<file path="src/rtl/logic_unit_pkg.sv">
// Shared types for the bitwise logic unit: op encoding and its width.
package logic_unit_pkg;

    localparam int LU_OP_W = 3;

    typedef enum logic [LU_OP_W-1:0] {
        LU_AND, LU_ORR, LU_EOR, LU_BIC, LU_ORN, LU_EON, LU_MOV, LU_MVN
    } lu_op_t;

endpackage

</file>
<file path="src/rtl/logic_unit_core.sv">
// Combinational ARM logical-op core built from per-bit gate primitives.
// Shared by the pipelined unit and the single-cycle datapath.
module logic_unit_core
    import logic_unit_pkg::*;
#(
    parameter int WIDTH = 64
) (
    input  lu_op_t             op,
    input  logic [WIDTH-1:0]   a,
    input  logic [WIDTH-1:0]   b,
    output logic [WIDTH-1:0]   r
);

    genvar i;
    generate
        for (i = 0; i < WIDTH; i++) begin : g_bit
            wire nb, t_and, t_orr, t_eor, t_bic, t_orn, t_eon;

            not u_nb  (nb,    b[i]);
            and u_and (t_and, a[i], b[i]);
            or  u_orr (t_orr, a[i], b[i]);
            xor u_eor (t_eor, a[i], b[i]);
            and u_bic (t_bic, a[i], nb);
            or  u_orn (t_orn, a[i], nb);
            xor u_eon (t_eon, a[i], nb);

            // Candidate order follows the op encoding so the op selects directly.
            wire [7:0] cand = {nb, a[i], t_eon, t_orn, t_bic, t_eor, t_orr, t_and};
            assign r[i] = cand[op];
        end
    endgenerate

endmodule

</file>
<file path="src/rtl/logic_unit_pipe.sv">
// Two-stage pipelined logic unit with valid/ready on both sides.
// S1 holds operands, S2 holds result, flags and tag.
module logic_unit_pipe
    import logic_unit_pkg::*;
#(
    parameter int WIDTH = 64,
    parameter int TAG_W = 5
) (
    input  logic               clk,
    input  logic               reset,
    input  logic               in_valid,
    output logic               in_ready,
    input  logic [LU_OP_W-1:0] in_op,
    input  logic [WIDTH-1:0]   in_a,
    input  logic [WIDTH-1:0]   in_b,
    input  logic [TAG_W-1:0]   in_tag,
    output logic               out_valid,
    input  logic               out_ready,
    output logic [WIDTH-1:0]   out_result,
    output logic               out_n,
    output logic               out_z,
    output logic [TAG_W-1:0]   out_tag
);

    logic             s1_valid;
    lu_op_t           s1_op;
    logic [WIDTH-1:0] s1_a;
    logic [WIDTH-1:0] s1_b;
    logic [TAG_W-1:0] s1_tag;
    logic             s2_valid;
    logic [WIDTH-1:0] r;
    logic             s1_adv;
    logic             s2_adv;

    // in_ready sees out_ready combinationally so a full pipe can still stream.
    assign s2_adv    = !s2_valid || out_ready;
    assign s1_adv    = !s1_valid || s2_adv;
    assign in_ready  = s1_adv;
    assign out_valid = s2_valid;

    logic_unit_core #(.WIDTH(WIDTH)) u_core (
        .op (s1_op),
        .a  (s1_a),
        .b  (s1_b),
        .r  (r)
    );

    always_ff @(posedge clk or negedge reset) begin
        if (!reset) begin
            s1_valid <= 1'b0;
            s1_op    <= LU_AND;
            s1_a     <= '0;
            s1_b     <= '0;
            s1_tag   <= '0;
        end else if (s1_adv) begin
            s1_valid <= in_valid;
            if (in_valid) begin
                s1_op  <= lu_op_t'(in_op);
                s1_a   <= in_a;
                s1_b   <= in_b;
                s1_tag <= in_tag;
            end
        end
    end

    // Flags are registered with the result so they always match out_result.
    always_ff @(posedge clk or negedge reset) begin
        if (!reset) begin
            s2_valid   <= 1'b0;
            out_result <= '0;
            out_n      <= 1'b0;
            out_z      <= 1'b0;
            out_tag    <= '0;
        end else if (s2_adv) begin
            s2_valid <= s1_valid;
            if (s1_valid) begin
                out_result <= r;
                out_n      <= r[WIDTH-1];
                out_z      <= ~|r;
                out_tag    <= s1_tag;
            end
        end
    end

endmodule

</file>
<file path="config.mk">
export PLATFORM = sky130hd
export DESIGN_NAME = logic_unit_pipe
export DESIGN_NICKNAME = d
export VERILOG_FILES = /design/src/rtl/logic_unit_pkg.sv /design/src/rtl/logic_unit_core.sv /design/src/rtl/logic_unit_pipe.sv
export SDC_FILE = /design/constraint.sdc
export NUM_CORES = 1
export LEC_CHECK = 0
export ABC_AREA = 1
export BUFFER_PORTS_ARGS = -buffer_cell sky130_fd_sc_hd__buf_4
export CAP_MARGIN = 0
export CORE_MARGIN = 5
export CORE_UTILIZATION = 54
export DETAILED_ROUTE_END_ITERATION = 6
export PLACE_DENSITY = 0.74
export SLEW_MARGIN = 15
export SYNTH_ARGS = -nofsm -noshare
export SYNTH_HDL_FRONTEND = slang
export SYNTH_SLANG_ARGS = --single-unit
export TNS_END_PERCENT = 100
</file>
<file path="constraint.sdc">
create_clock -name clk -period 1.5 [get_ports clk]
set_input_delay 0.075 -clock clk [delete_from_list [all_inputs] [get_ports clk]]
set_output_delay 0.075 -clock clk [all_outputs]
set_load 0.01 [all_outputs]
</file>
* After elaboration in Yosys (flattened, before gate mapping)
Cells that the tools add are included.
** Word-level totals
- Output and inout bits :: 73
- Input bits :: 140
- Flip-flop bits (word level) :: 209
- Word-level logic and storage cells :: 595
** Operators by class
- Reductions and logical operators :: 8
- Order comparisons :: 1
- Bitwise operators :: 448
- Mux-type cells :: 128
** Operators with widths (number)
- 1-bit binary-select mux with 3-bit select :: 64
- 1-bit bitwise AND :: 128
- 1-bit bitwise OR :: 128
- 1-bit XOR :: 128
- 1-bit two-way mux :: 64
- 1-bit NOT :: 64
- 64-bit OR reduction :: 1
- 3-bit by 4-bit < comparator with 1-bit output, second input constant :: 1
- 2-bit AND reduction :: 2
- 1-bit zero test :: 3
- 1-bit logical OR :: 2

* Depth between registers and ports, before layout
Gate-level depths: netlist of the first run.
- Depth in word-level cells :: 6
- Gate-level depth with buffers :: 16

* Modules after synthesis
A second synthesis of the first run with hierarchy kept.
** Second synthesis, totals
- Cell total of the unflattened synthesis :: 2317
- Area total of the unflattened synthesis :: 17748.3 um^2
** Modules (own cells, without submodules)
- logic_unit_core :: times used 1, area each 9476.6 um^2, cells an instance 1765
- logic_unit_pipe :: times used 1, area each 8271.7 um^2, cells an instance 552

* Worst setup path after synthesis of the first run
Ideal clock, no wire load.
- Path kind :: register to register
- Start :: register s1_op[0]
- End :: register out_z
- Slack :: -0.102 ns
- Setup time :: 0.065 ns
- Data arrival time :: 1.537 ns
- Stages on the path, launching flop included :: 15
- Buffers on the path :: 3
- Period minus slack after synthesis :: 1.602 ns
- Cell sequence :: dfrtp_1 buf_6 buf_4 buf_4 a21oi_1 o21ai_0 nand2_1 nand2_1 nand2_1 nand2_1 nor2_1 nand3_1 nor2_1 nand2_1 nand2_1
** On the way
- Longest elaborated chain between the ends :: 4
** Ends and longest elaborated chain
- start: declaration :: RTL line logic_unit_pipe.sv:26 : lu_op_t s1_op;
- start signal: assignment :: RTL line logic_unit_pipe.sv:58 : s1_op <= lu_op_t'(in_op);
- 1-bit binary-select mux with 3-bit select :: RTL line logic_unit_core.sv:29 : assign r[i] = cand[op];
- 1-bit two-way mux (not written as such) :: RTL line logic_unit_core.sv:29
- 64-bit OR reduction * :: RTL line logic_unit_pipe.sv:79 : out_z <= ~|r;
- 1-bit zero test * :: RTL line logic_unit_pipe.sv:79
- end signal: assignment :: RTL line logic_unit_pipe.sv:79
- end: declaration :: RTL line logic_unit_pipe.sv:21 : output logic out_z,
Every way passes the cells marked *; elsewhere a longest branch is shown, timed or not. The select of a mux whose other input is x is not followed.
A chain may end at the register's enable or synchronous reset.

* Worst setup path in the final report of the first run
Ends and elaborated chain as after synthesis.

==> impl_metrics.tcl, run 1 <==
set metrics [dict create \
    ys_seq_elements 208 \
    cts.path.max_buffers 3 \
    synthFlopType "dfrtp_1" \
    clock_power_share_pct 22.3 \
    fin_setup_tns_ns -11.27 \
    tightest_slew_ns 0.437 \
    synth-edff-count 0 \
    via_count 18900 \
    critPathSlowestCell "dfrtp_4" \
    design_area_um2 25200 \
    syn_nets 2686 \
    grt_pass1_wl_um 90300 \
    area_delta_synth_final_pct 55.5 \
    ant_nets 0 \
    start_util_pct 54.7 \
    synth_cells 2290 \
    async_flop_share_pct 100 \
    final_cell_mix "nand2_1 (638), buf_4 (600), nor2_1 (262), ha_1 (255), dfrtp_1 (205)" \
    die_x_um 183 \
    leakage_nw 13.3 \
    cp-start-kind "flip-flop" \
    gr-total-overflow 0 \
    path_cells "inv_8 -> buf_12 -> buf_16 -> nand2_1 -> nand3_1 -> nand2_1 -> nand2_1 -> nand2_1 -> nor2_1 -> nand2_2 -> nor2_2 -> nand2_1 -> nor2_1 -> nand2_1 -> nand2_1" \
    ys_warn_count 0 \
    cts_tree "done" \
    skew_ns 0.0150 \
    gp_congestion 0.880 \
    slew_violations 0 \
    whs_ns 0.0401 \
    violations "setup timing" \
    via_per_inst 5.54 \
    hp-class "in -> async" \
    finalHoldViolations 0 \
    maxSlewHeadroom_pct 70.8 \
    hpwl_um 34800 \
    drive_gt1_share_pct 29.5 \
    syn_area_um2 16200 \
    seq_power_share_pct 25.9 \
    multi_input_area_um2 10200 \
    p_comb_share_pct 51.8 \
    grt_pass1_vias 18900 \
    cts-root-buf "clkbuf_16" \
    grt_antenna_before_repair 3 \
    finalCritPeriodShare_pct 148 \
    wl_per_cell_um 17.6 \
    synth_adder_area_share_pct 19.8 \
    nets 3401 \
    max_stage_delay_ns 0.55 \
    num_rows 63 \
    p_switching_w 0.0121 \
    numPortBuffers 212 \
    finalSetupViolCount 63 \
    drc_errors 0 \
    end_kind "flip-flop" \
    arrival_ns 2.71 \
    cellPowerDensity_nw_per_um2 1220 \
    synth_top_family_by_area "simple AND/OR/NAND/NOR gates" \
    numCtsBuffers 26 \
    rsz0062_at_grt "yes" \
    syn_avg_cell_area_um2 7.08 \
    p_sw_share_pct 39.2 \
    cts.sinks 208 \
    path_delay_family "simple AND/OR/NAND/NOR gates" \
    insertion_delay_ns 0.55 \
    seq_area_um2 5210 \
    yosysSeqAreaShare_pct 32.1 \
    ir_drop_mv 1.08 \
    initialDrtViolationCount 1676 \
    core-area_um2 29600 \
    required_ns 1.99 \
    synth_compound_area_share_pct 11.1 \
    dp.cells 3183 \
    outcome "finished with violations" \
    synth-simple-area-share_pct 28.2 \
    path_buf_inv 3 \
    timing.final.ws_setup_ns -0.722 \
    die_area_um2 33600 \
    die_h_um 183 \
    max_freq_mhz 450 \
    intPower_w 0.0187 \
    h-tree-depth 1 \
    maxCapViolations 0 \
    grt_max_degree 63 \
    fillers 1575 \
    grt_usage_pct 32.2 \
    drt_wl_total_um 60200 \
    cpMostUsedCell "nand2_1" \
    postPlaceCellArea_um2 21300 \
    path_clk_slew_ns 0.06 \
    ys_types 21 \
    min_period_ns 2.22 \
    layout_commonest_cell "nand2_1" \
    synth.area.mux_share_pct 0.0695 \
    drt-pass1-iter-count 7 \
    criticalPathCategory "reg -> reg" \
    stdcell_count 3417 \
    ios 213 \
    crit_fanout 17 \
    synth_xor_xnor_area_share_pct 0 \
]
## sequential cells by signal, indices dropped and copies added, names as in the netlist
register and cells:
s1_valid 1, out_z 1, out_tag 5, out_valid 1
out_result 64, s1_a 64, s1_op 3, s1_tag 5
s1_b 64
## logic make-up (layout without fill, tap and decap cells)
| kind of cell | count (synthesis) | in the layout |
|---|---|---|
| buf+inv | 318 | 1052 |
| flops | 208 | 208 |
| fa+ha+maj | 256 | 256 |
| mux | 1 | 1 |
| simple gates | 1159 | 1159 |
| other cells | 0 | 3 |
| compound gates | 348 | 348 |
## synth_stat cells, types with 2 or more instances
| cell | number | area [µm²] |
|---|---|---|
| a21oi_1 | 185 | 926 |
| a31oi_1 | 43 | 269 |
| buf_1 | 14 | 52.6 |
| buf_2 | 49 | 245 |
| buf_4 | 18 | 135 |
| buf_6 | 12 | 135 |
| clkbuf_1 | 50 | 188 |
| dfrtp_1 | 208 | 5200 |
| ha_1 | 256 | 3200 |
| inv_1 | 172 | 646 |
| inv_4 | 2 | 12.5 |
| nand2_1 | 697 | 2620 |
| nand3_1 | 170 | 851 |
| nor2_1 | 291 | 1090 |
| o211ai_1 | 3 | 22.5 |
| o21ai_0 | 95 | 475 |
| o21ai_1 | 21 | 105 |
## final timing paths
| kind | from | endpoint | slack, ns | cells after the start |
|---|---|---|---|---|
| max in group asynchronous | reset | out_result[2]$_DFFE_PN0P_ | 0.81 | 3 |
| min | reset | s1_a[25]$_DFFE_PN0P_ | 0.04 | 2 |
| min reg2reg | out_tag[0]$_DFFE_PN0P_ | out_tag[0]$_DFFE_PN0P_ | 0.48 | 2 |
| max reg2reg | s1_op[0]$_DFFE_PN0P_ | out_z$_DFFE_PN0P_ | -0.72 | 15 |
| min in group clk | in_a[9] | s1_a[9]$_DFFE_PN0P_ | 0.31 | 4 |
| max | s1_op[0]$_DFFE_PN0P_ | out_z$_DFFE_PN0P_ | -0.72 | 15 |
## power by group through the flow
stage	Sequential, W	Clock [W]	Combinational [W]
3_5_place_dp	0.00795	0	0.0130
6_report	0.00799	0.00687	0.0160
4_1_cts	0.00789	0.00688	0.0143
3_3_place_gp	0.00792	0	0.0125
5_1_grt	0.00810	0.00712	0.0173
2_1_floorplan	0.00821	0	0.00629
## cell type report
class,count,area share [%]
Antenna cell,3,0.0298
Clock buffer,41,3.20
Clock inverter,6,0.471
Inverter,175,2.69
Multi-Input combinational cell,1764,40.7
Sequential cell,208,20.7
Tap cell,390,1.94
Timing Repair Buffer,830,30.3
## worst register-to-register path, cell delays in order, from the launching register on
cell and delay [ns]:
dfrtp_4 0.55, inv_8 0.12, buf_12 0.16, buf_16 0.17, nand2_1 0.11, nand3_1 0.12, nand2_1 0.08, nand2_1 0.12
nand2_1 0.09, nor2_1 0.13, nand2_2 0.11, nor2_2 0.16, nand2_1 0.07, nor2_1 0.08, nand2_1 0.06, nand2_1 0.05
## per-stage QoR
stage                     setup WS [ns]  utilization [%]  power, W
after floorplan                 -0.0739                -    0.0145
after global placement           -0.603             71.9    0.0204
after detailed placement         -0.635             71.9    0.0210
after CTS                        -0.530             82.2    0.0290
after global routing             -0.815             85.1    0.0325
final                            -0.722             85.1    0.0308
## timing repair
action	4_1_cts	5_1_grt
gates cloned	10	11
endpoints found under the setup margin	61	84
pin swaps	13	58
hold endpoints to repair	346	0
hold buffers	139	0
resized for setup	105	171
buffers inserted	19	10
## metal layers
layer	GRT usage [%]	up-vias	wire length, µm
li1	-	8715	-
met5	0	-	9
met2	56.9	1008	29800
met4	16.1	2	3300
met1	38.6	8921	22700
met3	4.11	293	4310
(Power assumes the default switching activity.)
==> run 2: changes to the inputs <==
Settings changed: HOLD_SLACK_MARGIN set to 0.08.
==> run 2 against run 1 <==
  * The flow finishes with violations (DRC, setup timing)
  * Clock skew is 0.0024 ns lower
  * Sequential share of layout area barely moved
  * Cell count hardly changed
  * Design area is essentially flat
  * Sequential power hardly changed
  * Critical endpoint unchanged
  * Routed wire length down 0.10%
  * Register-to-register slack is essentially flat
  * Power barely moved
  * Clock power about the same
  * Global-route usage did not move
  * Sequential cell count is the same
  * Clock-buffer cell count unchanged
==> impl_metrics.tcl, run 2 (same netlist as run 1, synthesis figures left out) <==
set metrics [dict create \
    via_count 18900 \
    crit_fanout 17 \
    tightest_slew_ns 0.434 \
    grt_pass1_wl_um 90300 \
    numCtsBuffers 26 \
    cp-start-kind "flip-flop" \
    violations "DRC, setup timing" \
    criticalPathCategory "reg -> reg" \
    via_per_inst 5.54 \
    critPathSlowestCell "dfrtp_4" \
    start_util_pct 54.7 \
    finalSetupViolCount 62 \
    die_h_um 183 \
    arrival_ns 2.70 \
    cellPowerDensity_nw_per_um2 1220 \
    timing.final.ws_setup_ns -0.712 \
    postPlaceCellArea_um2 21300 \
    reg_top3 "out_result x64, s1_a x64, s1_b x64" \
    max_freq_mhz 452 \
    num_rows 63 \
    design_area_um2 25200 \
    outcome "finished with violations" \
    grt_max_degree 63 \
    finalCritPeriodShare_pct 147 \
    gr-total-overflow 0 \
    rsz0062_at_grt "yes" \
    max_stage_delay_ns 0.55 \
    cts_tree "done" \
    path_cells "inv_8 -> buf_12 -> buf_16 -> nand2_1 -> nand3_1 -> nand2_1 -> nand2_1 -> nand2_1 -> nor2_1 -> nand2_2 -> nor2_2 -> nand2_1 -> nor2_1 -> nand2_1 -> nand2_1" \
    slew_violations 0 \
    drt_wl_total_um 60100 \
    hpwl_um 34800 \
    layout_commonest_cell "nand2_1" \
    die_area_um2 33600 \
    drive_gt1_share_pct 29.5 \
    maxCapViolations 0 \
    min_period_ns 2.21 \
    core-area_um2 29600 \
    cts.sinks 208 \
    grt_antenna_before_repair 3 \
    grt_usage_pct 32.2 \
    initialDrtViolationCount 1685 \
    stdcell_count 3418 \
    area_delta_synth_final_pct 55.6 \
    ant_nets 0 \
    finalHoldViolations 0 \
    nets 3402 \
    leakage_nw 13.3 \
    numPortBuffers 212 \
    cts.path.max_buffers 3 \
    finalPower_w 0.0308 \
    h-tree-depth 1 \
    ios 213 \
    required_ns 1.99 \
    drt-pass1-iter-count 7 \
    hp-class "in -> reg" \
    die_x_um 183 \
    wl_per_cell_um 17.6 \
    grt_pass1_vias 18900 \
    dp.cells 3183 \
    drc_errors 1 \
    final_cell_mix "nand2_1 (638), buf_4 (600), nor2_1 (262), ha_1 (255), dfrtp_1 (205)" \
    gp_congestion 0.880 \
    insertion_delay_ns 0.55 \
    cpMostUsedCell "nand2_1" \
    path_buf_inv 3 \
    path_clk_slew_ns 0.06 \
    end_kind "flip-flop" \
    maxSlewHeadroom_pct 71.1 \
    skew_ns 0.0125 \
    path_delay_family "simple AND/OR/NAND/NOR gates" \
    ir_drop_mv 1.09 \
    cts-root-buf "clkbuf_16" \
]
## run 2: changes by cell type in the layout (fill, tap and decap cells not counted), sizes merged
cell	change
dlygate4sd3	+1
## run 2: final timing paths
kind	depth (start not counted)	endpoint	from	slack, ns
max	15	out_z$_DFFE_PN0P_	s1_op[0]$_DFFE_PN0P_	-0.71
min	4	s1_a[9]$_DFFE_PN0P_	in_a[9]	0.31
max reg2reg	15	out_z$_DFFE_PN0P_	s1_op[0]$_DFFE_PN0P_	-0.71
min reg2reg	2	out_tag[0]$_DFFE_PN0P_	out_tag[0]$_DFFE_PN0P_	0.48
max in group asynchronous	4	s1_valid$_DFFE_PN0N_	reset	0.28
min in group asynchronous	3	s1_a[25]$_DFFE_PN0P_	reset	0.57
## run 2: routing by layer
layer,part of all wire (%),routed length (µm),up-vias,track usage (%)
met3,7.7,4640,315,4.11
met1,37,22300,8859,38.6
li1,-,-,8710,-
met4,5.6,3370,2,16.1
met2,49,29800,1052,56.9
met5,0.022,13,-,0
## run 2: layout make-up
| class | count | area, µm² |
|---|---|---|
| Multi-Input combinational cell | 1764 | 10200 |
| Inverter | 175 | 678 |
| Sequential cell | 208 | 5210 |
| Antenna cell | 3 | 7.51 |
| Timing Repair Buffer | 831 | 7660 |
| Tap cell | 390 | 488 |
| Fill cell | 1576 | 4420 |
| Clock inverter | 6 | 119 |
| Clock buffer | 41 | 807 |
## run 2: worst register-to-register path, stage by stage, from the launching register on
cell     delay [ns]
dfrtp_4        0.55
inv_8          0.12
buf_12         0.16
buf_16         0.17
nand2_1        0.10
nand3_1        0.12
nand2_1        0.08
nand2_1        0.11
nand2_1        0.09
nor2_1         0.13
nand2_2        0.11
nor2_2         0.15
nand2_1        0.07
nor2_1         0.08
nand2_1        0.06
nand2_1        0.05
## run 2: what timing repair did
item	in CTS	in global routing
endpoints found under the setup margin	61	84
pin swaps	13	58
hold endpoints to repair	346	0
hold buffers	140	0
setup buffers	19	10
cloned	10	11
gates resized for setup	105	171
## run 2: stage by stage
| stage | setup TNS [ns] | hold slack, ns | utilization (%) | setup slack [ns] |
|---|---|---|---|---|
| 5_1_grt | -16.50 | 0.328 | 85.1 | -0.815 |
| 3_3_place_gp | -3.24 | 0.0211 | 71.9 | -0.603 |
| 2_1_floorplan | -0.0739 | -0.221 | - | -0.0739 |
| 4_1_cts | -6.37 | 0.289 | 82.3 | -0.530 |
| 3_5_place_dp | -5.24 | 0.0247 | 71.9 | -0.635 |
| 6_report | -11.13 | 0.311 | 85.1 | -0.712 |
## run 2: report_power, final
part / switching (W) / total (W) / internal, W
Combinational: 0.00834 / 0.0159 / 0.00761
Clock: 0.00270 / 0.00689 / 0.00419
Sequential: 0.00105 / 0.00799 / 0.00694
